`config.mk`:
```
export PLATFORM = sky130hd
export DESIGN_NAME = uart_rx_param
export DESIGN_NICKNAME = d
export VERILOG_FILES = /design/src/rtl/uart_rx_param.sv
export SDC_FILE = /design/constraint.sdc
export NUM_CORES = 1
export LEC_CHECK = 0
export CORE_MARGIN = 5
export CORE_UTILIZATION = 59
export DETAILED_ROUTE_END_ITERATION = 10
export HOLD_SLACK_MARGIN = 0.12
export MAX_ROUTING_LAYER = met4
export PLACE_DENSITY = 0.87
export SLEW_MARGIN = 5
export SYNTH_ARGS = -nofsm -noshare
export SYNTH_HDL_FRONTEND = slang
export SYNTH_SLANG_ARGS = --single-unit
```
`constraint.sdc`:
```
create_clock -name clk -period 2.9 [get_ports clk]
set_clock_uncertainty 0.1 [all_clocks]
set_input_delay 0.58 -clock clk [delete_from_list [all_inputs] [get_ports clk]]
set_output_delay 0.58 -clock clk [all_outputs]
set_load 0.02 [all_outputs]
```
`src/rtl/uart_rx_param.sv`:
```
// UART receiver with a 16x oversampling tick input. Data width, parity and stop length are parameters.
// Each frame reports its data together with a parity flag and a framing flag.
`timescale 1ns/1ps
module uart_rx_param #(
    parameter int DBIT       = 8,
    parameter int SB_TICK    = 16,
    parameter int PARITY_EN  = 0,
    parameter int PARITY_ODD = 0
) (
    input  logic            clk,
    input  logic            reset,
    input  logic            s_tick,
    input  logic            rx,
    output logic [DBIT-1:0] dout,
    output logic            rx_done_tick,
    output logic            parity_err,
    output logic            frame_err
);

    localparam int   NW  = (DBIT > 8) ? 4 : 3;
    localparam logic PEN = (PARITY_EN != 0);
    localparam logic ODD = (PARITY_ODD != 0);

    typedef enum logic [2:0] {IDLE, START, DATA, PARITY, STOP} state_t;

    state_t          state, state_next;
    logic [4:0]      s, s_next;
    logic [NW-1:0]   n, n_next;
    logic [DBIT-1:0] b, b_next;
    logic            p, p_next;
    logic            perr, perr_next;
    logic            done_next, parity_err_next, frame_err_next;
    logic            rx_meta, rx_s, rx_p;

    // The synchroniser idles high, so a line that is already low at reset release
    // looks like a falling edge only after it has first returned high.
    always_ff @(posedge clk or negedge reset) begin
        if (!reset) begin
            rx_meta <= 1'b1;
            rx_s    <= 1'b1;
            rx_p    <= 1'b1;
        end else begin
            // NOTE: non-blocking assignments let every flop sample the pre-edge value, so the chain shifts by one stage per clock.
            rx_meta <= rx;
            rx_s    <= rx_meta;
            rx_p    <= rx_s;
        end
    end

    always_ff @(posedge clk or negedge reset) begin
        if (!reset) begin
            state        <= IDLE;
            s            <= '0;
            n            <= '0;
            b            <= '0;
            p            <= 1'b0;
            perr         <= 1'b0;
            rx_done_tick <= 1'b0;
            parity_err   <= 1'b0;
            frame_err    <= 1'b0;
        end else begin
            state        <= state_next;
            s            <= s_next;
            n            <= n_next;
            b            <= b_next;
            p            <= p_next;
            perr         <= perr_next;
            rx_done_tick <= done_next;
            parity_err   <= parity_err_next;
            frame_err    <= frame_err_next;
        end
    end

    always_comb begin
        // NOTE: every output of this block gets a default first; otherwise a missed branch would infer a latch.
        state_next      = state;
        s_next          = s;
        n_next          = n;
        b_next          = b;
        p_next          = p;
        perr_next       = perr;
        done_next       = 1'b0;
        parity_err_next = parity_err;
        frame_err_next  = frame_err;
        case (state)
            IDLE: begin
                if (rx_p && !rx_s) begin
                    state_next = START;
                    s_next     = '0;
                end
            end
            START: begin
                if (s_tick) begin
                    if (s == 5'd7) begin
                        // Line back high at mid-start is a glitch, not a frame.
                        if (!rx_s) begin
                            state_next = DATA;
                            s_next     = '0;
                            n_next     = '0;
                            p_next     = 1'b0;
                        end else begin
                            state_next = IDLE;
                        end
                    end else begin
                        s_next = s + 5'd1;
                    end
                end
            end
            DATA: begin
                if (s_tick) begin
                    if (s == 5'd15) begin
                        b_next = {rx_s, b[DBIT-1:1]};
                        p_next = p ^ rx_s;
                        s_next = '0;
                        if (n == NW'(DBIT - 1)) begin
                            state_next = PEN ? PARITY : STOP;
                        end else begin
                            n_next = n + NW'(1);
                        end
                    end else begin
                        s_next = s + 5'd1;
                    end
                end
            end
            PARITY: begin
                if (s_tick) begin
                    if (s == 5'd15) begin
                        perr_next  = p ^ rx_s ^ ODD;
                        state_next = STOP;
                        s_next     = '0;
                    end else begin
                        s_next = s + 5'd1;
                    end
                end
            end
            STOP: begin
                if (s_tick) begin
                    if (s == 5'(SB_TICK - 1)) begin
                        done_next       = 1'b1;
                        frame_err_next  = ~rx_s;
                        parity_err_next = perr;
                        state_next      = IDLE;
                    end else begin
                        s_next = s + 5'd1;
                    end
                end
            end
            default: state_next = IDLE;
        endcase
    end

    assign dout = b;

endmodule

```
* Yosys cells after proc, flatten, opt, wreduce, memory -nomap -nowiden
Cells that the tools add are included.
** Storage, ports and cells
- Output and inout bits :: 11
- Bits in registers :: 27
- Bits of input ports :: 4
- Word-level logic and storage cells :: 88
** Operators by class
- Bitwise logic cells :: 2
- Eq/ne operators :: 22
- Muxes and demuxes :: 37
- Add/sub/neg operators :: 2
- Reductions and logical operators :: 13
** Operators by type and width (count)
- 2-to-1 mux 3 bit :: 16
- 2-to-1 mux 5 bit :: 8
- inequality test 2 bit (second input constant) :: 13
- one-hot mux 5 bit (4 select lines) :: 1
- one-hot mux 3 bit (5 select lines) :: 1
- AND reduction 7 bit :: 2
- AND reduction 10 bit :: 1
- AND reduction 3 bit :: 3
- 2-to-1 mux 1 bit :: 8
- == test 3 x 2 -> 1 bit (second input constant) :: 2
- == test 3 bit (second input constant) :: 2
- one-hot mux 3 bit (2 select lines) :: 1
- AND reduction 6 bit :: 1
- adder 5 x 1 -> 5 bit (second input constant) :: 1
- == test 5 x 3 -> 1 bit (second input constant) :: 1
- == test 5 x 4 -> 1 bit (second input constant) :: 1
- nonzero test 4 bit :: 1
- adder 3 x 1 -> 3 bit (second input constant) :: 1
- == test 3 x 1 -> 1 bit (second input constant) :: 1
- zero test 3 bit :: 1
- inequality test 3 bit (second input constant) :: 1
- 2-to-1 mux 2 bit :: 1
- inequality test 2 x 1 -> 1 bit (second input constant) :: 1
- one-hot mux 1 bit (2 select lines) :: 1
- 6 further kinds :: 6

* Depth between registers and ports, before layout
- Word-level depth :: 5
- Mapped depth :: 7
- Gate-level depth less buffers :: 6

* Worst setup path before layout
OpenSTA, ideal clock, no wires.
- Kind :: reg-to-reg
- From :: reg s[0]
- To :: reg s[2]
- Data required time :: 2735 ps
- Period minus slack after synthesis :: 1873 ps
- Arrival :: 1708 ps
- Stages on the path, launching flop included :: 8
- Library setup time :: 65 ps
- Setup slack :: 1027 ps
- Path buffers :: 1
- Cells stage by stage :: dfrtp_1 -> ha_1 -> and4b_1 -> buf_6 -> nor2_8 -> o211ai_4 -> or4b_1 -> nand2_1
** On the way
- Word-level cells in the longest chain between the ends :: 4
- Elaborated cells between the ends (all ways) :: 13
- Classes of those cells :: 1 x add/sub; 4 x eq/ne; 7 x mux; 1 x reduce/logical
** RTL lines
- start: declaration :: RTL line 27 : logic [4:0] s, s_next;
- start signal: assignment :: RTL line 63 : s <= s_next;
- adder 5 x 1 -> 5 bit, or another cell as far along
- 2-to-1 mux 5 bit, on equally long branches
- 2-to-1 mux 5 bit, on equally long branches :: RTL line 137, 110, 93
- one-hot mux 5 bit (4 select lines) :: RTL line 85 : case (state)
Several ways; a longest one is shown, not always the timed one. The select of a mux whose other input is x is not followed.
A chain may end at the register's enable or synchronous reset.

* Final worst setup path
Ends and elaborated chain as after synthesis.

==> reports/qor.csv <==
stage,metric,value,unit
synth,synthesized area,1430,um2
timing,crit path time final,2.08,ns
hold_path,worst min path class,reg -> reg,
placement,I/O Buffers,14,
placement,# placed instances,161,
power_and_ir_drop,peak supply drop,0.409,mV
synth,Post-synth top cells,"dfrtp_1 (24), nand2_1 (14), mux2_2 (12), o21ai_0 (9), nor2_1 (8)",
synth,"Distinct cells, synth",39,
clock_tree,clock root cell,clkbuf_4,
synth,Synth Area in Compound Gates,12.0,%
synth,syn_nets,133,
clock_tree,Post-CTS Setup Inserts,0,
synth,ys async rst share,100,%
worst_setup_path,R2R depth,6,
detailed_routing,final wirelength,2.62,mm
worst_setup_path,crit-path cells,ha_1 -> and4b_1 -> nor2_8 -> o211ai_4 -> or4b_1 -> nand2_1,
final_layout,share of layout cells above drive strength 1,20.4,%
synth,largest family of logic cells by synthesized area,simple AND/OR/NAND/NOR gates,
detailed_routing,wire per inst,15.9,um
global_route,vias in the first global route,1009,
floorplanning,width of the die,59.2,um
power_and_ir_drop,cell internal pwr,655,uW
final_layout,area grow syn2layout,9.27,%
synth,post-synthesis adder-cell area fraction,3.50,%
power_and_ir_drop,Pleak,0.000718,uW
final_layout,Antenna diodes,0,
floorplanning,num ports,15,
power_and_ir_drop,Seq pwr share,46.8,%
global_route,Total GRT Usage,17.4,%
timing,setup total negative slack,0,ns
clock_tree,"Clk Latency, worst-skew pair",0.34,ns
timing,Max-slew headroom,65.8,%
synth,"Seq/Total Area, Yosys",47.5,%
power_and_ir_drop,net switching power,407,uW
worst_setup_path,Worst Setup SP,s[0],
detailed_routing,Initial DRC Count,44,
synth,xor-xnor portion of the synthesized cell area,2.45,%
worst_setup_path,Worst path top cell family by delay,simple AND/OR/NAND/NOR gates,
global_route,first-pass GRT wire length,4.48,mm
floorplanning,Die Span Y,59.2,um
detailed_routing,drt pass-1 iters,4,
clock_tree,PostCTS Resize Cnt,0,
detailed_routing,vias per cell,5.98,
final_layout,"non-filler cells, final",165,
synth,Post-synth EDFFs,0,
clock_tree,"CTS clk-pin slew, worst paths",0.16,ns
worst_setup_path,kind of critical path,reg -> reg,
power_and_ir_drop,Comb power frac,36.9,%
synth,Syn Area/Cell,11.4,um2
timing,highest clock rate,0.481,GHz
hold_path,HP Start,rx_meta,
detailed_routing,antenna-violating nets left,0,
placement,Final GP Congestion,0.940,
clock_tree,CTS tree,built,
timing,Slew Limit Fails,0,
clock_tree,maximum clock path buffer count,2,
worst_setup_path,Critical path buffers and inverters,0,
worst_setup_path,CP startpoint kind,register,
power_and_ir_drop,Clk network pwr share,16.3,%
power_and_ir_drop,Cell Pwr Density,680,nW/um2
timing,RSZ-0062 raised after global routing,false,
power_and_ir_drop,Sw Ratio,38.3,%
synth,Post-Synth Simple-Gate Area,18.5,%
timing,Final setup viols,0,
worst_setup_path,max incr delay on CP,0.52,ns
worst_setup_path,CP max stage cell,or4b_1,
global_route,total grt overflow,0,
detailed_routing,DRC,0,
placement,final HPWL from detailed placement,1.95,mm
synth,post-synth top area share,42.0,%
floorplanning,Core Area,2250,um2
global_route,largest net degree at the start of global routing,28,
worst_setup_path,crit-path max FO,8,
floorplanning,Initial Util,63.4,%
final_layout,Final nets,146,
synth,cell count after synthesis,125,
clock_tree,CTS hold repair buffers,0,
run_status,status,completed,
worst_setup_path,Crit path depth,6,
hold_path,hold-critical path depth,0,
run,max_cap viols,0,
synth,Yosys top cell by area,dfrtp_1,
clock_tree,total number of H-tree levels,1,
synth,synth top area cells,"dfrtp_1 (42%), mux2_2 (9.4%), dfstp_2 (5.5%), nand2_1 (3.7%), ha_1 (3.5%)",
detailed_routing,vias,987,
synth,multiplexer share of the synthesized area,9.45,%
synth,Synth Flop Type,dfrtp_1,
global_route,initial antenna violation count,0,
worst_setup_path,CP endpoint kind,register,
synth,Syn. warnings,0,
timing,fin crit share,71.6,%
floorplanning,std cell rows,17,
clock_tree,TritonCTS Sinks,27,
worst_setup_path,FF-to-FF Start,s[0],
final_layout,# fillers,175,
worst_setup_path,CP required,3.09,ns
timing,Fin. Hold Viols,0,
worst_setup_path,WP data arrival,2.27,ns
synth,"count leader, synth",dfrtp_1,
clock_tree,CTS buffer count,3,
synth,post-synthesis register bit count,27,
timing,Worst-Margin Slew,0.512,ns
floorplanning,die area,3510,um2
-- registers in the layout, summed over array words and instances, names as in the netlist --
signal        flops
dout              8
frame_err         1
n                 3
p                 1
parity_err        1
perr              1
rx_done_tick      1
rx_meta           1
rx_p              1
rx_s              1
s                 5
state             3
-- layer usage --
metal  track usage, %  share of wire [%]
met5                -                  0
met1             21.2                 44
met3             4.58                5.3
met4             9.39                3.2
met2             26.2                 48
-- final cells by class --
cell class	instances	area, um2	share of cell area, %
Sequential cell	27	679	43.5
Inverter	4	15.0	0.961
Clock inverter	1	7.51	0.480
Multi-Input combinational cell	87	656	42.0
Clock buffer	3	22.5	1.44
Tap cell	28	35.0	2.24
Timing Repair Buffer	15	148	9.45
-- worst register-to-register path, stage by stage (launching register included) --
cell and delay [ns]:
dfrtp_1 0.45, ha_1 0.28, and4b_1 0.33, nor2_8 0.15, o211ai_4 0.12, or4b_1 0.52, nand2_1 0.07
-- logic make-up after synthesis --
logic type	count (synthesis)
compound gates	22
flops	27
mux	12
xor+xnor	4
fa+ha+maj	4
buf+inv	11
simple gates	45
-- power by group through the flow --
stage	sequential, uW	clock, uW	combinational [uW]
after floorplan	447	0	403
after global placement	497	0	368
after detailed placement	504	0	390
after CTS	496	178	392
after global routing	503	190	434
final	497	173	392
-- layout by cell type (no fill, tap or decap), types with 2 or more instances in the layout --
cell	Yosys	final
or2_1	2	2
nand2_1	14	14
inv_1	4	4
mux2_2	12	12
dfstp_2	3	3
nor3b_1	2	2
o21ai_0	9	9
dfrtp_1	24	24
clkbuf_4	0	3
nand3_1	6	6
xnor2_1	3	3
a22o_1	2	2
nand4_1	3	3
ha_1	4	4
clkdlybuf4s50_1	0	14
nor2_1	8	8
-- metrics by stage --
step	hold WS [ns]	instance area, um2	power (uW)	util (%)	worst slack (ns)
floorplan	0.184	1430	849	-	1.03
global placement	0.248	1530	866	68.0	0.594
detailed placement	0.248	1530	894	68.0	0.525
CTS	0.268	1560	1070	69.3	0.830
global route	0.279	1560	1130	69.3	0.722
finish	0.267	1560	1060	69.3	0.823
-- path summary, 6_finish.rpt --
path / to / slack [ns]
min: rx_s / 0.27
min in group asynchronous: s[1] / 0.47
min reg2reg: rx_s / 0.27
max in group asynchronous: rx_meta / 1.92
max: s[2] / 0.82
max reg2reg: s[2] / 0.82
Note: power is estimated with default switching activity, not from simulation.
